==> config.mk <==
export PLATFORM = sky130hd
export DESIGN_NAME = wm_cycle_sequencer
export DESIGN_NICKNAME = d
export VERILOG_FILES = /design/src/rtl/wm_cycle_sequencer.sv
export SDC_FILE = /design/constraint.sdc
export NUM_CORES = 1
export LEC_CHECK = 0
export CAP_MARGIN = 20
export CORE_ASPECT_RATIO = 0.7
export CORE_MARGIN = 2
export CORE_UTILIZATION = 40
export DETAILED_ROUTE_END_ITERATION = 12
export DONT_BUFFER_PORTS = 1
export GPL_TIMING_DRIVEN = 0
export SYNTH_ARGS = -nofsm -noshare
export SYNTH_HDL_FRONTEND = slang
export SYNTH_SLANG_ARGS = --single-unit
==> constraint.sdc <==
create_clock -name clk -period 2.7 [get_ports clk]
set_input_delay 0.27 -clock clk [delete_from_list [all_inputs] [get_ports clk]]
set_output_delay 0.27 -clock clk [all_outputs]
set_load 0.03 [all_outputs]
==> src/rtl/wm_cycle_sequencer.sv <==
// Washing-machine programme sequencer for one machine.
// Snapshots the programmed durations on start, then runs
// FILL -> WASH -> DRAIN -> RINSE -> SPIN -> DONE, one time unit per tick.
// Optional build macro WM_DOOR_INTERLOCK_EN: an open door blocks start in
// IDLE and freezes progress in active phases, like pause.
//
// state | meaning
// IDLE  | waiting for start, actuators off, door unlocked
// FILL  | water valve open for the load-dependent fill time
// WASH  | drum turning
// DRAIN | pump emptying the drum (also the abort path)
// RINSE | valve open and drum turning
// SPIN  | drum fast with pump running
// DONE  | programme finished, waiting for ack
module wm_cycle_sequencer #(
  parameter int TICK_DIV    = 4,
  parameter int DRAIN_TICKS = 2
) (
  input  logic       clk,
  input  logic       rst_n,
  input  logic [4:0] wash_set,
  input  logic [4:0] rinse_set,
  input  logic [4:0] spin_set,
  input  logic [4:0] cloth_set,
  input  logic       start,
  input  logic       pause,
  input  logic       abort,
  input  logic       ack,
  input  logic       door_open,
  output logic [2:0] state,
  output logic [7:0] remaining,
  output logic       valve_on,
  output logic       motor_on,
  output logic       spin_fast,
  output logic       pump_on,
  output logic       door_lock,
  output logic       done_pulse
);

  typedef enum logic [2:0] {
    S_IDLE  = 3'd0,
    S_FILL  = 3'd1,
    S_WASH  = 3'd2,
    S_DRAIN = 3'd3,
    S_RINSE = 3'd4,
    S_SPIN  = 3'd5,
    S_DONE  = 3'd6
  } state_e;

  localparam int             PW        = $clog2(TICK_DIV);
  localparam logic [PW-1:0]  PRESC_MAX = PW'(TICK_DIV - 1);
  localparam logic [4:0]     DRAIN_LEN = 5'(DRAIN_TICKS);

  state_e        state_q, state_d;
  logic [4:0]    wash_q, wash_d, rinse_q, rinse_d, spin_q, spin_d;
  logic [3:0]    fill_q, fill_d;
  logic [PW-1:0] presc_q, presc_d;
  logic [4:0]    cnt_q, cnt_d;
  logic [7:0]    rem_q, rem_d;
  logic          aborted_q, aborted_d;
  logic          valve_q, motor_q, spin_fast_q, pump_q, lock_q, done_q;

  logic tick, hold, start_ok;
  logic unused_inputs;

`ifdef WM_DOOR_INTERLOCK_EN
  assign hold          = pause | door_open;
  assign start_ok      = start & ~door_open;
  assign unused_inputs = ^cloth_set[1:0];
`else
  assign hold          = pause;
  assign start_ok      = start;
  assign unused_inputs = ^{cloth_set[1:0], door_open};
`endif

  assign tick = (presc_q == PRESC_MAX);

  // Next-state logic: start/snapshot, abort, pause hold, tick-driven phase advance with zero-length skips.
  always_comb begin
    state_d   = state_q;
    wash_d    = wash_q;
    rinse_d   = rinse_q;
    spin_d    = spin_q;
    fill_d    = fill_q;
    presc_d   = presc_q;
    cnt_d     = cnt_q;
    rem_d     = rem_q;
    aborted_d = aborted_q;
    case (state_q)
      S_IDLE: begin
        if (start_ok) begin
          fill_d    = {1'b0, cloth_set[4:2]} + 4'd1;
          wash_d    = wash_set;
          rinse_d   = rinse_set;
          spin_d    = spin_set;
          state_d   = S_FILL;
          cnt_d     = {1'b0, fill_d};
          presc_d   = '0;
          aborted_d = 1'b0;
          rem_d     = 8'(fill_d) + 8'(wash_set) + 8'(DRAIN_TICKS)
                    + 8'(rinse_set) + 8'(spin_set);
        end
      end
      S_DONE: begin
        if (ack) state_d = S_IDLE;
      end
      default: begin
        if (abort && state_q != S_DRAIN) begin
          state_d   = S_DRAIN;
          cnt_d     = DRAIN_LEN;
          rem_d     = 8'(DRAIN_TICKS);
          presc_d   = '0;
          aborted_d = 1'b1;
        end else if (!hold) begin
          presc_d = tick ? '0 : presc_q + 1'b1;
          if (tick) begin
            rem_d = rem_q - 8'd1;
            if (cnt_q == 5'd1) begin
              case (state_q)
                S_FILL: begin
                  if (wash_q != 5'd0) begin
                    state_d = S_WASH;
                    cnt_d   = wash_q;
                  end else begin
                    state_d = S_DRAIN;
                    cnt_d   = DRAIN_LEN;
                  end
                end
                S_WASH: begin
                  state_d = S_DRAIN;
                  cnt_d   = DRAIN_LEN;
                end
                S_DRAIN: begin
                  if (aborted_q) begin
                    state_d = S_DONE;
                    cnt_d   = 5'd0;
                  end else if (rinse_q != 5'd0) begin
                    state_d = S_RINSE;
                    cnt_d   = rinse_q;
                  end else if (spin_q != 5'd0) begin
                    state_d = S_SPIN;
                    cnt_d   = spin_q;
                  end else begin
                    state_d = S_DONE;
                    cnt_d   = 5'd0;
                  end
                end
                S_RINSE: begin
                  if (spin_q != 5'd0) begin
                    state_d = S_SPIN;
                    cnt_d   = spin_q;
                  end else begin
                    state_d = S_DONE;
                    cnt_d   = 5'd0;
                  end
                end
                default: begin
                  state_d = S_DONE;
                  cnt_d   = 5'd0;
                end
              endcase
            end else begin
              cnt_d = cnt_q - 5'd1;
            end
          end
        end
      end
    endcase
  end

  // State, snapshot and counter registers; actuator outputs registered from the next state.
  always_ff @(posedge clk or negedge rst_n) begin
    if (!rst_n) begin
      state_q     <= S_IDLE;
      wash_q      <= '0;
      rinse_q     <= '0;
      spin_q      <= '0;
      fill_q      <= '0;
      presc_q     <= '0;
      cnt_q       <= '0;
      rem_q       <= '0;
      aborted_q   <= 1'b0;
      valve_q     <= 1'b0;
      motor_q     <= 1'b0;
      spin_fast_q <= 1'b0;
      pump_q      <= 1'b0;
      lock_q      <= 1'b0;
      done_q      <= 1'b0;
    end else begin
      state_q     <= state_d;
      wash_q      <= wash_d;
      rinse_q     <= rinse_d;
      spin_q      <= spin_d;
      fill_q      <= fill_d;
      presc_q     <= presc_d;
      cnt_q       <= cnt_d;
      rem_q       <= rem_d;
      aborted_q   <= aborted_d;
      valve_q     <= (state_d == S_FILL) || (state_d == S_RINSE);
      motor_q     <= (state_d == S_WASH) || (state_d == S_RINSE) || (state_d == S_SPIN);
      spin_fast_q <= (state_d == S_SPIN);
      pump_q      <= (state_d == S_DRAIN) || (state_d == S_SPIN);
      lock_q      <= (state_d != S_IDLE) && (state_d != S_DONE);
      done_q      <= (state_d == S_DONE) && (state_q != S_DONE);
    end
  end

  assign state      = state_q;
  assign remaining  = rem_q;
  assign valve_on   = valve_q;
  assign motor_on   = motor_q;
  assign spin_fast  = spin_fast_q;
  assign pump_on    = pump_q;
  assign door_lock  = lock_q;
  assign done_pulse = done_q;

endmodule

### Word-level counts from Yosys, hierarchy flattened

Cells that the tools add are included.

| storage, ports and cells | value |
|---|---|
| register bits after elaboration | 40 |
| latch bits | 0 |
| RAM bits | 0 |
| bits in read-only memories | 0 |
| input port bits | 27 |
| output and inout bits | 17 |
| word-level logic and storage cells | 95 |
| memories kept | 0 |

| operators by class | value |
|---|---|
| add/subtract/negate cells | 8 |
| multipliers | 0 |
| div/mod/pow operators | 0 |
| magnitude comparators | 0 |
| eq/ne operators | 18 |
| shifts and indexed selects | 0 |
| mux-type cells | 36 |
| bitwise logic cells | 1 |
| reductions and logical operators | 18 |

Operator list:

| operator | number |
|---|---|
| 5-bit two-way mux | 9 |
| 8-bit two-way mux | 4 |
| 5-bit one-hot mux with 4 select lines | 1 |
| 3-bit two-way mux | 6 |
| 8-bit one-hot mux with 2 select lines | 1 |
| 3-bit == test (second input constant) | 5 |
| 5-bit nonzero test | 3 |
| 2-bit two-way mux | 7 |
| 3-bit by 2-bit == test with 1-bit output (second input constant) | 4 |
| 3-bit one-hot mux with 4 select lines | 1 |
| 5-bit one-hot mux with 2 select lines | 1 |
| 7-bit by 5-bit adder with 8-bit output | 1 |
| 8-bit by 5-bit adder with 8-bit output | 1 |
| 8-bit by 1-bit subtractor with 8-bit output (second input constant) | 1 |
| 6-bit by 2-bit adder with 7-bit output (second input constant) | 1 |
| 4-bit by 5-bit adder with 6-bit output | 1 |
| 3-bit by 1-bit == test with 1-bit output (second input constant) | 2 |
| 3-bit inequality test (second input constant) | 2 |
| 3-bit one-hot mux with 2 select lines | 1 |
| 3-bit AND reduction | 2 |
| 3-bit nonzero test | 2 |
| 5-bit by 1-bit == test with 1-bit output (second input constant) | 1 |
| 5-bit by 1-bit subtractor with 5-bit output (second input constant) | 1 |
| 3-bit by 1-bit adder with 4-bit output (second input constant) | 1 |
| 15 further kinds | 22 |

### Longest topological paths before layout

| depth | value |
|---|---|
| depth in word-level cells | 13 |
| mapped depth | 13 |
| gate-level depth less buffers | 13 |

### Worst setup path before layout

Ideal clock, no wire load.

| timing path | value |
|---|---|
| path type | in2reg |
| from | input wash_set[0] |
| to | register rem_q[4] (netlist: remaining[4]) |
| setup time | 121 ps |
| arrival time | 2613 ps |
| required time | 2579 ps |
| setup slack | -34 ps |
| stages on the path | 12 |
| buffers on the path | 0 |
| path through | fa_1 inv_1 fa_1 inv_1 ha_1 inv_1 fa_1 nor2b_1 o21ai_0 a21boi_0 o31ai_1 a22o_1 |

| between the ends | value |
|---|---|
| cells in the longest elaborated chain, start to end | 6 |

Ends and longest elaborated chain:

| what | line | text |
|---|---|---|
| start: declaration | 21 | `input logic [4:0] wash_set,` |
| 4-bit by 5-bit adder with 6-bit output | 100 | `rem_d = 8'(fill_d) + 8'(wash_set) + 8'(DRAIN_TICKS)` |
| 6-bit by 2-bit adder with 7-bit output | 100 |  |
| 7-bit by 5-bit adder with 8-bit output | 101 | `+ 8'(rinse_set) + 8'(spin_set);` |
| 8-bit by 5-bit adder with 8-bit output | 101 |  |
| 8-bit two-way mux | 91 | `if (start_ok) begin` |
| 8-bit one-hot mux with 2 select lines | 89 | `case (state_q)` |
| end signal: assignment | 197 | `rem_q <= rem_d;` |
| end: declaration | 59 | `logic [7:0] rem_q, rem_d;` |

No other way between the ends. The select of a mux whose other input is x is not followed.
A chain may end at the register's enable or synchronous reset.

### Worst setup path after layout

| timing path | value |
|---|---|
| from | input cloth_set[2] |
| to | register rem_q[5] (netlist: remaining[5]) |

| between the ends | value |
|---|---|
| cells in the longest elaborated chain, start to end | 7 |

Ends and longest elaborated chain:

| what | line | text |
|---|---|---|
| start: declaration | 24 | `input logic [4:0] cloth_set,` |
| 3-bit by 1-bit adder with 4-bit output | 92 | `fill_d = {1'b0, cloth_set[4:2]} + 4'd1;` |
| 4-bit by 5-bit adder with 6-bit output | 100 |  |
| 6-bit by 2-bit adder with 7-bit output | 100 |  |
| 7-bit by 5-bit adder with 8-bit output | 101 |  |
| 8-bit by 5-bit adder with 8-bit output | 101 |  |
| 8-bit two-way mux | 91 |  |
| 8-bit one-hot mux with 2 select lines | 89 |  |

No other way between the ends. The select of a mux whose other input is x is not followed.

==> results.sh <==
export IMPL_outcome="completed"
export IMPL_setup_viol=0
export IMPL_synthFlopType="dfrtp_1"
export IMPL_grt_pass1_vias=2195
export IMPL_htree_levels=2
export IMPL_die_y_um=74.5
export IMPL_final_min_clock_period_ps=2540
export IMPL_via_count=2257
export IMPL_clkTransAtPathRegs_ps=80
export IMPL_synth_area_leader_cell="dfrtp_1"
export IMPL_nets=356
export IMPL_synth_area_leaders="dfrtp_1 35%, fa_1 6.4%, ha_1 5.7%"
export IMPL_start_util_pct=41.6
export IMPL_min_path_type="input pin to flop"
export IMPL_ys_ff_latch=40
export IMPL_fin_worst_skew_ps=9.58
export IMPL_worstPathRequired_ps=2850
export IMPL_drt_wl_total_um=6950
export IMPL_cp_top_family="adder cells"
export IMPL_cts_root_buffer="clkbuf_8"
export IMPL_ys_warn_count=0
export IMPL_synthArstFlopShare_pct=100
export IMPL_place_area_um2=2950
export IMPL_ys_seq_area_share_pct=35.3
export IMPL_insertion_delay_ps=290
export IMPL_synth_edf_count=0
export IMPL_firstDrtPassIters=4
export IMPL_whs_ps=102
export IMPL_power_frac_clock_pct=19.0
export IMPL_cp_slowest_cell="fa_1"
export IMPL_drtAntennaViolNets=0
export IMPL_timing_final_crit_share_pct=94.2
export IMPL_arrival_ps=2700
export IMPL_routedWlPerCell_um=17.3
export IMPL_final_setup_tns_ps=0
export IMPL_ctsLongestPathBuffers=2
export IMPL_start_kind="input pin"
export IMPL_io_buffers=0
export IMPL_core_area_um2=6820
export IMPL_yosysMostFrequentCell="dfrtp_1"
export IMPL_syn_num_nets=347
export IMPL_gr_total_overflow=0
export IMPL_drive_above_1_share_pct=15.9
export IMPL_ir_drop_mv=0.408
export IMPL_dp_hpwl_um=5470
export IMPL_synth_common_cells="40 x dfrtp_1, 25 x nand2_1, 24 x o21ai_0, 23 x inv_1, 20 x nor2_1"
export IMPL_swShare_pct=40.9
export IMPL_reg2regPathDepth=7
export IMPL_holdPathEnd="wash_q[2]"
export IMPL_cts_tree="done"
export IMPL_avgViaCountPerCell=5.61
export IMPL_antenna_found_initial=0
export IMPL_cap_viol_max_count=0
export IMPL_netlist_area_um2=2840
export IMPL_fin_area_um2=3110
export IMPL_drt_iter0_drc=119
export IMPL_crit_top_cell="ha_1"
export IMPL_syn2layout_area_growth_pct=9.53
export IMPL_die_width_um=105
export IMPL_r2r_end="remaining[5]"
export IMPL_boundaryPins=44
export IMPL_hp_start="wash_set[2]"
export IMPL_end_kind="flop"
export IMPL_combPwrFrac_pct=39.8
export IMPL_crit_buf_inv=0
export IMPL_critPathMaxStageDelay_ps=490
export IMPL_cp_cell_sequence="ha_1 -> xor2_1 -> fa_1 -> ha_1 -> a21o_1 -> a21oi_1 -> mux2i_1 -> o21ai_0 -> o211ai_1"
export IMPL_p_per_area_nw_per_um2=824
export IMPL_crit_path_max_fanout=4
export IMPL_syn_avg_cell_area_um2=9.52
export IMPL_drv_slew=0
export IMPL_internal_power_w=0.00151
export IMPL_r2r_slack_ps=160
export IMPL_numClockSinks=40
export IMPL_power_switching_w=0.00105
export IMPL_p_leak_nw=1.27
export IMPL_rows=25
export IMPL_final_util_pct=45.6
export IMPL_fp_dieArea_um2=7790
export IMPL_worst_slew_pin_slew_ps=592
export IMPL_drc=0
export IMPL_min_path_cells=2
export IMPL_grt_max_degree=41
export IMPL_hold_viol=0
export IMPL_diodes=0
export IMPL_r2r_start="state[1]"
export IMPL_p_seq_share_pct=41.2
export IMPL_gp_congestion=0.867
export IMPL_grt_usage_pct=19.3
export IMPL_ys_types=65
export IMPL_max_slew_margin_rel_pct=59.9
export IMPL_rsz0062_at_grt="no"
export IMPL_yosysTopAreaCellShare_pct=35.3
export IMPL_grt_pass1_wl_um=11600
export IMPL_synthCells=298
export IMPL_critPathKind="input pin to flop"
export IMPL_cts_buffers=5
export IMPL_fmax_mhz=393
-- stage by stage --
step / instances / setup WS (ps) / total power, W
2_1_floorplan: 298 / 14.2 / 0.00181
3_3_place_gp: 392 / -374 / 0.00203
3_5_place_dp: 392 / -327 / 0.00205
4_1_cts: 402 / 97.6 / 0.00256
5_1_grt: 402 / 1.11 / 0.00276
6_report: 402 / 156 / 0.00256
-- final cells by class --
class                      instances  area [um^2]
multi-input combinational        221         1700
sequential                        40         1000
clock buffer                       6         72.6
fill                             699         3710
timing repair buffer               2         30.0
buffer                            14         68.8
clock inverter                     2         35.0
tap                               94          118
inverter                          23         86.3
-- state kept, by name, indices dropped and copies added (netlist names) --
signal	count
rinse_q	5
cnt_q	5
wash_q	5
spin_fast	1
door_lock	1
pump_on	1
done_pulse	1
spin_q	5
presc_q	2
remaining	8
motor_on	1
aborted_q	1
valve_on	1
state	3
-- cells in the final DEF, fill, tap and decap left out, types with 4 or more instances in the layout --
cell	Yosys	layout
ha_1	13	13
nor3_1	7	7
nand2_1	25	25
buf_2	7	7
dfrtp_1	40	40
inv_1	23	23
clkbuf_8	0	5
a21o_1	4	4
nor2_1	20	20
nor2b_1	6	6
o22ai_1	4	4
o21ai_0	24	22
fa_1	9	8
nand2b_1	8	8
clkbuf_1	6	7
o21ai_1	5	6
xnor2_1	5	5
a22o_1	5	5
a21oi_1	6	6
a211oi_1	4	4
mux2_2	12	12
-- cells by family after synthesis --
logic type,share of synthesized area [%]
multiplexers,5.12
XOR/XNOR,2.16
adder cells (fa/ha/maj),12.1
AND/OR/NAND/NOR,17.3
AO/OA/AOI/OAI,22.6
buffers and inverters,5.47
flip-flops,35.3
-- worst max-delay path by stage --
stage                            start           end  slack, ps  cells after the start
after floorplan            wash_set[0]  remaining[4]         10                     12
after global placement     wash_set[0]  remaining[6]       -370                     13
after detailed placement   wash_set[0]  remaining[6]       -330                     13
after CTS                  wash_set[0]  remaining[6]        100                     13
after global routing       wash_set[0]  remaining[5]          1                     11
final                     cloth_set[2]  remaining[5]        160                      9
-- per-layer routing --
metal / GRT usage [%] / wire length (um) / part of all wire (%)
met5: 0 / 0 / 0
met4: 2.81 / 24 / 0.35
met3: 5.78 / 454 / 6.5
met2: 28.4 / 2900 / 42
met1: 28.8 / 3580 / 51
-- what timing repair did --
action | CTS | global route
endpoints found under the setup margin | 1 | 2
hold buffers | 2 | 0
hold endpoints to repair | 40 | 0
cloned | 0 | 0
resized for setup | 1 | 5
pin swaps | 0 | 1
buffers inserted | 0 | 0
-- power groups by stage --
stage               sequential [W]  combinational [W]  clock (W)
floorplan                  0.00101           0.000793          0
CTS                        0.00106            0.00100   0.000501
global placement           0.00106           0.000963          0
finish                     0.00105            0.00102   0.000487
detailed placement         0.00107           0.000981          0
global route               0.00109            0.00115   0.000523
-- worst register-to-register path: cells and delay by family (launching register included) --
kind            cells  cell delay (ps)
compound gates      2              440
buf+inv             3              930
flops               1              500
simple gates        2              600
Note: power is estimated with default switching activity, not from simulation.
